File: src/rtl/reg_read_bank.sv
// Register bank with write-to-read bypass and A/B operand latches.
// Register 0 is hardwired to zero; SP comes out of reset preloaded.
module reg_read_bank #(
    parameter int DATA_W   = 32,
    parameter int SP_INDEX = 29,
    parameter int SP_RESET = 227
) (
    input  logic              clk,
    input  logic              reset,
    input  logic              reg_write,
    input  logic [4:0]        write_reg,
    input  logic [DATA_W-1:0] write_data,
    input  logic [4:0]        read_reg1,
    input  logic [4:0]        read_reg2,
    input  logic              load_a,
    input  logic              load_b,
    output logic [DATA_W-1:0] read_data1,
    output logic [DATA_W-1:0] read_data2,
    output logic [DATA_W-1:0] a_out,
    output logic [DATA_W-1:0] b_out
);

    logic [DATA_W-1:0] regs [1:31];
    logic [DATA_W-1:0] rf   [0:31];
    logic              wr_en;

    assign wr_en = reg_write && (write_reg != 5'd0);

    always_ff @(posedge clk or posedge reset) begin
        if (reset) begin
            for (int i = 1; i < 32; i++) begin
                regs[i] <= (i == SP_INDEX) ? DATA_W'(SP_RESET) : '0;
            end
        end else begin
            for (int i = 1; i < 32; i++) begin
                if (wr_en && (write_reg == 5'(i))) begin
                    regs[i] <= write_data;
                end
            end
        end
    end

    // Flat view with slot 0 tied to zero so reads need no special range.
    always_comb begin
        rf[0] = '0;
        for (int i = 1; i < 32; i++) begin
            rf[i] = regs[i];
        end
    end

    always_comb begin
        read_data1 = rf[read_reg1];
        read_data2 = rf[read_reg2];
        if (wr_en && (write_reg == read_reg1)) begin
            read_data1 = write_data;
        end
        if (wr_en && (write_reg == read_reg2)) begin
            read_data2 = write_data;
        end
    end

    always_ff @(posedge clk or posedge reset) begin
        if (reset) begin
            a_out <= '0;
            b_out <= '0;
        end else begin
            if (load_a) begin
                a_out <= read_data1;
            end
            if (load_b) begin
                b_out <= read_data2;
            end
        end
    end

endmodule

File: config.mk
export PLATFORM = sky130hd
export DESIGN_NAME = reg_read_bank
export DESIGN_NICKNAME = d
export VERILOG_FILES = /design/src/rtl/reg_read_bank.sv
export SDC_FILE = /design/constraint.sdc
export NUM_CORES = 2
export LEC_CHECK = 0
export ABC_CLOCK_PERIOD_IN_PS = 59600
export CAP_MARGIN = 20
export CORE_ASPECT_RATIO = 1.25
export CORE_UTILIZATION = 50
export DETAILED_ROUTE_END_ITERATION = 8
export PLACE_DENSITY_LB_ADDON = 0.12
export REMOVE_ABC_BUFFERS = 1
export SKIP_CTS_REPAIR_TIMING = 1
export SLEW_MARGIN = 10
export SYNTH_ARGS = -nofsm -noshare
export SYNTH_HDL_FRONTEND = slang
export SYNTH_SLANG_ARGS = --single-unit
export TNS_END_PERCENT = 10
File: constraint.sdc
create_clock -name clk -period 59.6 [get_ports clk]
set_input_delay 14.9 -clock clk [delete_from_list [all_inputs] [get_ports clk]]
set_output_delay 14.9 -clock clk [all_outputs]
set_load 0.005 [all_outputs]
## After elaboration in Yosys (flattened, before gate mapping)

Cells that the tools add are included.

| cells by class | value |
|---|---|
| order comparisons | 2 |
| equality and inequality tests | 33 |
| multiplexer cells | 8 |
| bitwise logic cells | 2 |
| reductions and logical operators | 35 |

Operators with widths:

| operator | count |
|---|---|
| binary-select mux 32 bit (select 5 bit) | 2 |
| 2-to-1 mux 32 bit | 6 |
| == test 5 bit, second input constant | 16 |
| == test 5 x 4 -> 1 bit, second input constant | 8 |
| logical AND 1 bit | 34 |
| == test 5 x 3 -> 1 bit, second input constant | 4 |
| greater-or-equal comparator 6 bit, second input constant | 2 |
| inverter 5 -> 6 bit | 2 |
| == test 5 x 2 -> 1 bit, second input constant | 2 |
| == test 5 bit | 2 |
| == test 5 x 1 -> 1 bit, second input constant | 1 |
| nonzero test 5 bit | 1 |

| word-level totals | value |
|---|---|
| flip-flop bits (word level) | 1,056 |
| bits of input ports | 52 |
| word-level logic and storage cells | 113 |

## Longest topological paths before layout

| depth | value |
|---|---|
| depth in word-level cells | 5 |
| depth in mapped cells | 9 |

## Worst setup path before layout

No wires, ideal clock.

| timing path | value |
|---|---|
| kind | input to output |
| start point | input read_reg1[0] |
| end point | output read_data1[11] |
| arrival | 16,518 ps |
| slack | 28,182 ps |
| stages on the path | 7 |
| buffers on the path | 2 |
| path through | buf_4 > buf_2 > mux4_2 > o22ai_1 > o221ai_1 > o311a_1 > mux2_2 |

| between the ends | value |
|---|---|
| longest elaborated chain between the ends | 5 |
| elaborated cells on any way between the ends | 7 |
| those cells by class | eq/ne (1); mux (4); bitwise (1); reduce/logical (1) |

Ends and longest elaborated chain:

| element | line | source |
|---|---|---|
| start: declaration | 13 | `input logic [4:0] read_reg1,` |
| inverter 5 -> 6 bit (implied by the code) | 52 | `read_data1 = rf[read_reg1];` |
| binary-select mux 32 bit (select 5 bit) | 52 |  |
| 2-to-1 mux 32 bit (implied by the code) (2 in series) | 52 |  |
| 2-to-1 mux 32 bit * | 54 | `if (wr_en && (write_reg == read_reg1)) begin` |
| end: declaration | 17 | `output logic [DATA_W-1:0] read_data1,` |

Mark *: on every way between the ends. The rest lies on a longest branch, timed or not. The select of a mux whose other input is x is not followed.

## Worst setup path after layout

| timing path | value |
|---|---|
| start point | input read_reg2[0] |
| end point | output read_data2[2] |

| between the ends | value |
|---|---|
| longest elaborated chain between the ends | 5 |
| elaborated cells on any way between the ends | 7 |
| those cells by class | eq/ne (1); mux (4); bitwise (1); reduce/logical (1) |

Ends and longest elaborated chain:

| element | line | source |
|---|---|---|
| start: declaration | 14 | `input logic [4:0] read_reg2,` |
| inverter 5 -> 6 bit (implied by the code) | 53 | `read_data2 = rf[read_reg2];` |
| binary-select mux 32 bit (select 5 bit) | 53 |  |
| 2-to-1 mux 32 bit (implied by the code) (2 in series) | 53 |  |
| 2-to-1 mux 32 bit * | 57 | `if (wr_en && (write_reg == read_reg2)) begin` |
| end: declaration | 18 | `output logic [DATA_W-1:0] read_data2,` |

Marked as above.

==> run_summary.xml <==
<?xml version="1.0" encoding="UTF-8"?>
<metrics>
  <group name="logic_synthesis">
    <metric name="yosys_register_bits" unit="">1056</metric>
    <metric name="number_of_synthesized_flops_with_an_enable_pin" unit="">0</metric>
    <metric name="mappedNetlistArea" unit="mm^2">0.05752</metric>
    <metric name="synthDominantCellAreaShare" unit="%">45.72</metric>
    <metric name="synth.area.top_cells" unit="">sky130_fd_sc_hd__dfrtp_1 46%, sky130_fd_sc_hd__mux2_2 22%, sky130_fd_sc_hd__mux2i_1 11%</metric>
    <metric name="synth_seq_area_share" unit="%">45.95</metric>
    <metric name="synth_largest_area_cell" unit="">sky130_fd_sc_hd__dfrtp_1</metric>
    <metric name="share_of_async_settable_or_async_resettable_flops_after_synthesis" unit="%">100.0</metric>
    <metric name="yosysWarnings" unit="">0</metric>
    <metric name="post_synth.cell_area_avg" unit="um^2">12.86</metric>
    <metric name="syn_inst" unit="">4473</metric>
    <metric name="number_of_library_cell_types_mapped_by_synthesis" unit="">49</metric>
    <metric name="yosys_most_used_dff" unit="">sky130_fd_sc_hd__dfrtp_1</metric>
  </group>
  <group name="clock_network">
    <metric name="cts.reportedPaths.clkPinSlew" unit="ns">0.06</metric>
    <metric name="insertion_delay" unit="ns">0.71</metric>
    <metric name="cts_root_buf" unit="">sky130_fd_sc_hd__clkbuf_16</metric>
    <metric name="tritoncts_clock_tree" unit="">built</metric>
    <metric name="clk_path_buf_depth" unit="">3</metric>
    <metric name="clock_net_sink_count" unit="">1056</metric>
    <metric name="number_of_cts_inserted_buffers" unit="">112</metric>
    <metric name="clock_tree.htree_level_count" unit="">3</metric>
  </group>
  <group name="power_and_ir_drop">
    <metric name="pwr-share-comb" unit="%">20.8</metric>
    <metric name="vdd.ir_drop.worst" unit="mV">0.02166</metric>
    <metric name="leakagePower" unit="nW">28.46</metric>
    <metric name="power_frac_seq" unit="%">45.3</metric>
    <metric name="p_int" unit="mW">1.529</metric>
    <metric name="switching_power" unit="uW">589.6</metric>
    <metric name="cellPowerDensity" unit="mW/mm^2">32.94</metric>
    <metric name="swShare" unit="%">27.83</metric>
    <metric name="power_frac_clock" unit="%">34.0</metric>
  </group>
  <group name="job">
    <metric name="max_cap_violations" unit="">0</metric>
  </group>
  <group name="sta">
    <metric name="timing_max_transition_violations_final" unit="">0</metric>
    <metric name="worstMarginPinSlew" unit="ns">1.246</metric>
    <metric name="grt_setup_unrepaired" unit="">false</metric>
    <metric name="count_of_endpoints_failing_setup_in_the_final_report" unit="">0</metric>
    <metric name="hold_viol_final" unit="">0</metric>
    <metric name="relSlewSlack" unit="%">16.92</metric>
    <metric name="layout_worst_path_cycle_share" unit="%">57.99</metric>
    <metric name="min_period" unit="ns">34.56</metric>
    <metric name="tns" unit="ns">0</metric>
    <metric name="finClkSkew" unit="ns">0.01565</metric>
    <metric name="worst_hold_slack" unit="ns">0.4987</metric>
    <metric name="final_critical_path_setup_slack" unit="ns">25.04</metric>
    <metric name="max_freq" unit="MHz">28.94</metric>
  </group>
  <group name="floorplanning">
    <metric name="die_y" unit="um">381.2</metric>
    <metric name="die_w" unit="um">305.4</metric>
    <metric name="starting_density_of_the_core" unit="%">50.63</metric>
    <metric name="core.rowCount" unit="">138</metric>
    <metric name="design.core.area" unit="mm^2">0.1136</metric>
    <metric name="io_count" unit="">180</metric>
    <metric name="fp.dieArea" unit="mm^2">0.1164</metric>
  </group>
  <group name="placed_design">
    <metric name="dp_hpwl" unit="um">104500</metric>
    <metric name="io_buffers" unit="">179</metric>
    <metric name="dp_area" unit="mm^2">0.06021</metric>
    <metric name="place_congestion" unit="">0.8023</metric>
    <metric name="pre_cts_ws" unit="ns">24.92</metric>
  </group>
  <group name="setup_path">
    <metric name="worstPathArrival" unit="ns">19.66</metric>
    <metric name="critical_path.cell_chain" unit="">buf_8 &gt; buf_12 &gt; buf_4 &gt; buf_4 &gt; mux4_2 &gt; nand2b_1 &gt; a311oi_1 &gt; o31ai_1 &gt; clkdlybuf4s50_1</metric>
    <metric name="critical_path_buf_inv_count" unit="">5</metric>
    <metric name="largest_driver_fanout_on_the_critical_path" unit="">87</metric>
    <metric name="timing.critical_path.max_delay_family" unit="">buffers and inverters</metric>
    <metric name="kind_of_start_point_of_the_critical_path" unit="">input pin</metric>
    <metric name="critPathMostFrequentCell" unit="">sky130_fd_sc_hd__buf_4</metric>
    <metric name="crit_path_end_kind" unit="">output pin</metric>
    <metric name="highest_delay_cell_along_the_critical_path" unit="">sky130_fd_sc_hd__buf_4</metric>
    <metric name="wp_data_required" unit="ns">44.70</metric>
    <metric name="critPathKind" unit="">input pin to output pin</metric>
    <metric name="max_stage_delay" unit="ns">0.84</metric>
  </group>
  <group name="global_route">
    <metric name="grt_pass1_wl" unit="um">271900</metric>
    <metric name="grt_max_degree" unit="">169</metric>
    <metric name="first_global_vias" unit="">40260</metric>
    <metric name="globalRouteOverflowTotal" unit="">0</metric>
    <metric name="gr-usage-all-layers" unit="%">31.40</metric>
    <metric name="grt_antenna_before_repair" unit="">6</metric>
  </group>
  <group name="routing">
    <metric name="initialDrtViolationCount" unit="">3485</metric>
    <metric name="drtPass1Iterations" unit="">7</metric>
    <metric name="routed-via-count" unit="">40020</metric>
    <metric name="number_of_vias_per_cell" unit="">6.684</metric>
    <metric name="routed_wirelength" unit="um">184100</metric>
    <metric name="detail-route-antenna-nets" unit="">0</metric>
    <metric name="wire_per_inst" unit="um">30.75</metric>
    <metric name="route.detailed.drc" unit="">0</metric>
  </group>
  <group name="final_layout">
    <metric name="finalInstanceArea" unit="mm^2">0.06430</metric>
    <metric name="multi_input_area" unit="mm^2">0.02915</metric>
    <metric name="nets" unit="">4475</metric>
    <metric name="final_layout_size_suffix_gt1_share" unit="%">36.26</metric>
    <metric name="flow.area_growth_from_synthesis" unit="%">11.79</metric>
    <metric name="final.fill_count" unit="">9474</metric>
    <metric name="finish.utilization" unit="%">56.60</metric>
    <metric name="area.sequential" unit="mm^2">0.02643</metric>
  </group>
  <group name="outcome">
    <metric name="result_of_the_run" unit="">finished, final reports clean</metric>
  </group>
  <group name="worst_hold_path">
    <metric name="holdCritPathClass" unit="">flop to flop</metric>
  </group>
</metrics>
==> tightest hold or removal path: stages, from the launching register on <==
cell and delay (ns):
sky130_fd_sc_hd__dfrtp_1 0.35, sky130_fd_sc_hd__nand2_1 0.06, sky130_fd_sc_hd__o221ai_1 0.06
==> cell usage in the layout (no fill, tap or decap), types with 5 or more instances in the layout <==
master	synthesis	final
sky130_fd_sc_hd__a221o_1	32	32
sky130_fd_sc_hd__a31oi_1	41	41
sky130_fd_sc_hd__o31ai_1	87	87
sky130_fd_sc_hd__inv_1	15	13
sky130_fd_sc_hd__buf_4	65	107
sky130_fd_sc_hd__nand2_1	73	58
sky130_fd_sc_hd__clkbuf_8	0	38
sky130_fd_sc_hd__and3_1	32	32
sky130_fd_sc_hd__clkbuf_1	269	27
sky130_fd_sc_hd__mux4_2	128	128
sky130_fd_sc_hd__a311oi_1	29	29
sky130_fd_sc_hd__mux2_2	1128	1128
sky130_fd_sc_hd__buf_8	0	22
sky130_fd_sc_hd__clkbuf_16	0	116
sky130_fd_sc_hd__clkinv_2	0	18
sky130_fd_sc_hd__o221ai_1	24	24
sky130_fd_sc_hd__dfrtp_1	1051	1051
sky130_fd_sc_hd__nor3_1	55	55
sky130_fd_sc_hd__or3_1	55	55
sky130_fd_sc_hd__o22a_1	10	10
sky130_fd_sc_hd__o21ai_0	24	24
sky130_fd_sc_hd__xnor2_1	6	6
sky130_fd_sc_hd__a22oi_1	32	32
sky130_fd_sc_hd__bufinv_16	0	5
sky130_fd_sc_hd__o311a_1	21	21
sky130_fd_sc_hd__mux2i_1	642	642
sky130_fd_sc_hd__o22ai_1	278	278
sky130_fd_sc_hd__nand2_2	0	13
sky130_fd_sc_hd__nor2_4	0	18
sky130_fd_sc_hd__clkdlybuf4s50_1	0	168
sky130_fd_sc_hd__nand2b_1	52	45
sky130_fd_sc_hd__dfstp_2	5	5
sky130_fd_sc_hd__a221oi_1	42	42
sky130_fd_sc_hd__nor2b_1	66	63
sky130_fd_sc_hd__a211o_1	11	11
sky130_fd_sc_hd__a211oi_1	11	11
==> routing by layer <==
metal  wire length, um  GRT usage (%)  vias up
li1                  -              -    16980
met3             12430          4.745      364
met4              6476          11.66        0
met1             77660          42.84    21230
met2             87580          50.64     1451
met5                 0              0        -
==> worst paths after layout <==
check | startpoint | to | slack (ns) | cells past startpoint
worst min register to register | b_out[11]$_DFFE_PP0P_ | b_out[11]$_DFFE_PP0P_ | 0.50 | 2
worst max register to register | regs[544]$_DFFE_PP0P_ | b_out[0]$_DFFE_PP0P_ | 57.40 | 5
worst min-delay path | b_out[11]$_DFFE_PP0P_ | b_out[11]$_DFFE_PP0P_ | 0.50 | 2
worst max-delay path | read_reg2[0] | read_data2[2] | 25.04 | 9
max in group asynchronous | reset | regs[716]$_DFFE_PP0P_ | 41.85 | 6
min in group asynchronous | reset | b_out[31]$_DFFE_PP0P_ | 14.75 | 2
==> power groups by stage <==
| stage | registers [mW] | clock network (mW) | logic, mW |
|---|---|---|---|
| after floorplan | 0.940 | 0 | 0.302 |
| after global placement | 0.963 | 0 | 0.429 |
| after detailed placement | 0.968 | 0 | 0.438 |
| after CTS | 0.955 | 0.731 | 0.440 |
| after global routing | 0.977 | 0.759 | 0.475 |
| final | 0.959 | 0.719 | 0.440 |
==> synth_stat cells, types with 55 or more instances <==
library cell               number
sky130_fd_sc_hd__mux2_2      1128
sky130_fd_sc_hd__dfrtp_1     1051
sky130_fd_sc_hd__mux2i_1      642
sky130_fd_sc_hd__o22ai_1      278
sky130_fd_sc_hd__clkbuf_1     269
sky130_fd_sc_hd__mux4_2       128
sky130_fd_sc_hd__o31ai_1       87
sky130_fd_sc_hd__buf_2         76
sky130_fd_sc_hd__nand2_1       73
sky130_fd_sc_hd__nor2b_1       66
sky130_fd_sc_hd__buf_4         65
sky130_fd_sc_hd__nor3_1        55
sky130_fd_sc_hd__or3_1         55
==> stage by stage <==
stage                     power (mW)  std cells
after global placement         1.392       5755
after global routing           2.211       5987
after detailed placement       1.405       5761
after floorplan                1.242       4001
after CTS                      2.126       5967
final                          2.118       5988
==> logic make-up after synthesis <==
kind of cell	count (synthesis)	share of synthesized area, %
xor gates and xnor gates	10	0.1523
muxes	1900	38.31
AOI/OAI and AO/OA	650	8.194
and+or+nand+nor	370	3.526
buffers and inverters	487	3.870
DFF	1056	45.95
==> final cells by class <==
class | instances | share of cell area [%]
Multi-Input combinational cell | 2930 | 45.33
Antenna cell | 3 | 0.01168
Inverter | 15 | 0.09924
Clock buffer | 180 | 5.464
Clock inverter | 26 | 0.4261
Sequential cell | 1056 | 41.11
Tap cell | 1470 | 2.860
Timing Repair Buffer | 308 | 4.697
==> registers in the layout, summed over array words and instances, names as in the netlist <==
register  cells
regs        992
b_out        32
a_out        32
Note: power is estimated with default switching activity, not from simulation.
